### src/rtl/window_gen_3x3_stream.sv
// window_gen_3x3_stream: streaming 3x3 sliding-window generator.
// Raster-order pixels in; one 3x3 window out per pixel at row>=2, col>=2.
// Two IMG_W-deep line buffers feed the top two window rows.
// The window registers drive the outputs directly. They can only move on an
// accept, and no accept can happen while a window is stalled.
// Optional feature macro: WIN_COORD_EN adds out_row/out_col (window centre).
module window_gen_3x3_stream #(
    parameter int unsigned DATA_W = 6,
    parameter int unsigned IMG_W  = 32,
    parameter int unsigned IMG_H  = 32
) (
    input  logic                       clk,
    input  logic                       rst,
    input  logic [DATA_W-1:0]          in_data,
    input  logic                       in_valid,
    output logic                       in_ready,
    output logic [DATA_W-1:0]          out_win_0,
    output logic [DATA_W-1:0]          out_win_1,
    output logic [DATA_W-1:0]          out_win_2,
    output logic [DATA_W-1:0]          out_win_3,
    output logic [DATA_W-1:0]          out_win_4,
    output logic [DATA_W-1:0]          out_win_5,
    output logic [DATA_W-1:0]          out_win_6,
    output logic [DATA_W-1:0]          out_win_7,
    output logic [DATA_W-1:0]          out_win_8,
    output logic                       out_valid,
    input  logic                       out_ready,
`ifdef WIN_COORD_EN
    output logic [$clog2(IMG_H)-1:0]   out_row,
    output logic [$clog2(IMG_W)-1:0]   out_col,
`endif
    output logic                       out_last
);

    localparam int unsigned RW = $clog2(IMG_H);
    localparam int unsigned CW = $clog2(IMG_W);

    logic [RW-1:0]     row;
    logic [CW-1:0]     col;
    logic [DATA_W-1:0] lb1 [IMG_W];
    logic [DATA_W-1:0] lb2 [IMG_W];
    logic [DATA_W-1:0] win [3][3];
    logic              accept;
    logic              emit;
    logic              row_end;
    logic              frame_end;

    assign in_ready  = !out_valid || out_ready;
    assign accept    = in_valid && in_ready;
    assign row_end   = (col == CW'(IMG_W - 1));
    assign frame_end = row_end && (row == RW'(IMG_H - 1));
    assign emit      = (row >= RW'(2)) && (col >= CW'(2));

    assign out_win_0 = win[0][0];
    assign out_win_1 = win[0][1];
    assign out_win_2 = win[0][2];
    assign out_win_3 = win[1][0];
    assign out_win_4 = win[1][1];
    assign out_win_5 = win[1][2];
    assign out_win_6 = win[2][0];
    assign out_win_7 = win[2][1];
    assign out_win_8 = win[2][2];

    // Raster position of the next pixel to be accepted
    always_ff @(posedge clk or posedge rst) begin
        if (rst) begin
            row <= '0;
            col <= '0;
        end else if (accept) begin
            if (row_end) begin
                col <= '0;
                row <= (row == RW'(IMG_H - 1)) ? '0 : row + RW'(1);
            end else begin
                col <= col + CW'(1);
            end
        end
    end

    // Line buffers (rows r-1 and r-2) and window shift, advancing only on accept
    always_ff @(posedge clk or posedge rst) begin
        if (rst) begin
            for (int unsigned i = 0; i < IMG_W; i++) begin
                lb1[i] <= '0;
                lb2[i] <= '0;
            end
            for (int unsigned i = 0; i < 3; i++) begin
                for (int unsigned j = 0; j < 3; j++) begin
                    win[i][j] <= '0;
                end
            end
        end else if (accept) begin
            lb1[0] <= in_data;
            lb2[0] <= lb1[IMG_W-1];
            for (int unsigned i = 1; i < IMG_W; i++) begin
                lb1[i] <= lb1[i-1];
                lb2[i] <= lb2[i-1];
            end
            for (int unsigned i = 0; i < 3; i++) begin
                win[i][0] <= win[i][1];
                win[i][1] <= win[i][2];
            end
            win[0][2] <= lb2[IMG_W-1];
            win[1][2] <= lb1[IMG_W-1];
            win[2][2] <= in_data;
        end
    end

    // Output handshake: load on accept, drop once consumed with nothing new
    always_ff @(posedge clk or posedge rst) begin
        if (rst) begin
            out_valid <= 1'b0;
            out_last  <= 1'b0;
        end else if (accept) begin
            out_valid <= emit;
            out_last  <= emit && frame_end;
        end else if (out_ready) begin
            out_valid <= 1'b0;
            out_last  <= 1'b0;
        end
    end

`ifdef WIN_COORD_EN
    // Window centre coordinates, captured together with each emitted window
    always_ff @(posedge clk or posedge rst) begin
        if (rst) begin
            out_row <= '0;
            out_col <= '0;
        end else if (accept && emit) begin
            out_row <= row - RW'(1);
            out_col <= col - CW'(1);
        end
    end
`endif

endmodule

### config.mk
export PLATFORM = sky130hd
export DESIGN_NAME = window_gen_3x3_stream
export DESIGN_NICKNAME = d
export VERILOG_FILES = /design/src/rtl/window_gen_3x3_stream.sv
export SDC_FILE = /design/constraint.sdc
export NUM_CORES = 1
export LEC_CHECK = 0
export CORE_MARGIN = 5
export CORE_UTILIZATION = 60
export DETAILED_ROUTE_END_ITERATION = 10
export PLACE_DENSITY = 0.8
export SLEW_MARGIN = 20
export SYNTH_ARGS = -nofsm -noshare
export SYNTH_HDL_FRONTEND = slang
export SYNTH_SLANG_ARGS = --single-unit
### constraint.sdc
create_clock -name clk -period 17.2 [get_ports clk]
set_input_delay 1.72 -clock clk [delete_from_list [all_inputs] [get_ports clk]]
set_output_delay 1.72 -clock clk [all_outputs]
set_load 0.05 [all_outputs]
==> flow_summary.toml <==
[detailed_routing]
drt_iter0_drc = 511
drtAntennaViolNets = 0
drc = 0
wl_per_cell_um = 16.8
firstDrtPassIters = 4
vias = 7189
drt_wl_total_um = 23300
viasPerCell = 5.18

[timing]
worst_pin_slew_ns = 1.09
fmax_ghz = 0.195
hold_viol = 0
setup_viol = 0
rsz0062_at_grt = "false"
period_minus_slack_ns = 5.13
slew_headroom_pct = 27.4
worst_slack_ns = 12.07
slew_violations = 0
setup_tns_ns = 0
fin_skew_ns = 0.0163
finalCritPeriodShare_pct = 29.8

[placement]
dp_slack_ns = 11.60
place_congestion = 0.706
hpwl_um = 12600
portBuffers = 66

[cells_and_area]
final_util_pct = 67.7
fin_nets = 1000
antennaDiodeCount = 0
layout-drive-gt1-share_pct = 47.4
layout_commonest_cell = "dfrtp_1"
syn_to_final_growth_pct = 10.8
layout_common_cells = "dfrtp_1 (414), mux2_4 (300), mux2_2 (105), clkdlybuf4s50_1 (66), clkbuf_16 (43)"

[floorplanning]
die-area_um2 = 32000
coreArea_um2 = 28000
initial_core_util_pct = 61.1
io_pins = 67
die_x_um = 179
fp-row-count = 61
die_h_um = 179

[synthesis]
avgSynthCellArea_um2 = 18.0
synth-seq-cells = 414
syn-num-nets = 965
yosysSeqAreaShare_pct = 60.5
synth.area.top_cells = "dfrtp_1 (60%), mux2_4 (26%), mux2_2 (6.9%), buf_6 (2.4%), buf_4 (1.6%)"
netlist_area_um2 = 17100
netlist_instances = 949
yosysTopAreaCellShare_pct = 60.5
ys_types = 31
yosys.area.top_type = "dfrtp_1"
ys_warn_count = 0

[grt]
grt_pass1_vias = 7860
grt_pass1_wl_um = 39700
antenna_found_initial = 0
grt_max_degree = 199
overflow = 0
grt_use_total_pct = 14.9

[cts]
cts_htree_levels = 2
cts_buffers = 42
clock-sinks = 414
cts.path.max_buffers = 3
clk_latency_ns = 0.52
ctsHoldBuffers = 0
cts_setup_buffers = 0
post_cts_resized = 0
cts_root_buf = "clkbuf_16"
path_clk_slew_ns = 0.06
cts_tree = "done"

[setup_path]
cp_data_required_time_ns = 17.60
worstPathMaxFanout = 141
critPathLaunchType = "primary input"
crit_type = "primary input to register"
critPathArrivalTime_ns = 5.53
endpoint_kind = "register"

[pwr]
finalPower_mw = 2.80
p_per_area_nw_per_um2 = 148
p_leak_nw = 9.43
ir_drop_mv = 0.128

[job]
drv_cap = 0

[worst_hold_path]
hold_class = "register to register"

[status]
status = "completed"
==> Yosys cell counts <==
library cell / number
mux2_2: 105
mux2i_1: 2
mux2_4: 300
a21oi_1: 1
and3_1: 3
inv_1: 6
a31oi_1: 1
nand4_1: 2
buf_4: 36
nand4b_1: 2
o2111ai_1: 1
ha_1: 6
nor2_1: 2
o32ai_1: 1
nand3_1: 1
nand2b_1: 2
o211ai_1: 2
o21ai_0: 1
o2bb2ai_1: 3
or4_1: 2
nand2b_4: 1
o22ai_1: 1
nand2_1: 1
buf_6: 36
dfrtp_1: 414
nand3b_1: 2
and2_1: 1
a31o_2: 1
or4bb_1: 1
clkbuf_1: 2
buf_2: 10
==> power breakdown <==
group / internal [mW] / switching (mW)
clock network: 0.503 / 0.350
logic: 0.384 / 0.250
registers: 1.18 / 0.131
==> worst paths after layout <==
kind                           start       end  slack [ns]  depth (start not counted)
setup / recovery            in_valid  lb1[158]       12.07                          5
min in group asynchronous        rst   lb1[47]        1.80                          2
hold reg to reg              lb2[33]   lb2[27]        0.50                          1
max in group asynchronous        rst   lb2[96]       13.87                          4
hold / removal               lb2[33]   lb2[27]        0.50                          1
setup reg to reg           out_valid  lb1[158]       13.47                          5
==> critical path: stages <==
cell and delay (ns):
clkdlybuf4s50_1 0.69, and2_4 0.77, buf_12 0.71, buf_4 0.98, mux2_2 0.42
==> sequential cells by signal, summed over array words and instances, names as in the netlist, 6 cells and up <==
| register | flops |
|---|---|
| out_win_0 | 6 |
| lb1 | 174 |
| out_win_5 | 6 |
| lb2 | 174 |
| out_win_7 | 6 |
| out_win_8 | 6 |
| out_win_4 | 6 |
| out_win_6 | 6 |
| out_win_2 | 6 |
| out_win_3 | 6 |
| out_win_1 | 6 |
==> per-layer routing <==
metal	up-vias	track usage [%]	share of wire, %
li1	3354	-	-
met1	3711	22.8	51
met2	91	21.8	44
met3	33	3.06	3.5
met4	0	4.19	1.7
met5	-	0	0
==> cell type report <==
cell class | instances | area, um^2
clock buffer | 61 | 1210
tap | 378 | 473
timing repair buffer | 75 | 793
fill | 1804 | 9040
inverter | 6 | 30.0
sequential | 414 | 10400
multi-input combinational | 445 | 6020
clock inverter | 10 | 83.8
==> through the flow <==
step	hold WS, ns	instances	instance area [um^2]
floorplan	0.474	949	17100
global placement	0.484	1316	17600
detailed placement	0.491	1316	17600
CTS	0.503	1387	18900
global route	0.516	1389	19000
finish	0.498	1389	19000
==> kinds of logic after synthesis <==
kind of cell             Yosys count  share of synthesized area, %
adder cells (fa/ha/maj)            6                         0.438
buffers and inverters             90                          4.41
AO/OA/AOI/OAI                     12                         0.526
multiplexers                     407                          33.3
AND/OR/NAND/NOR                   20                         0.811
flip-flops                       414                          60.5
Power figures use the tool's default switching activity.
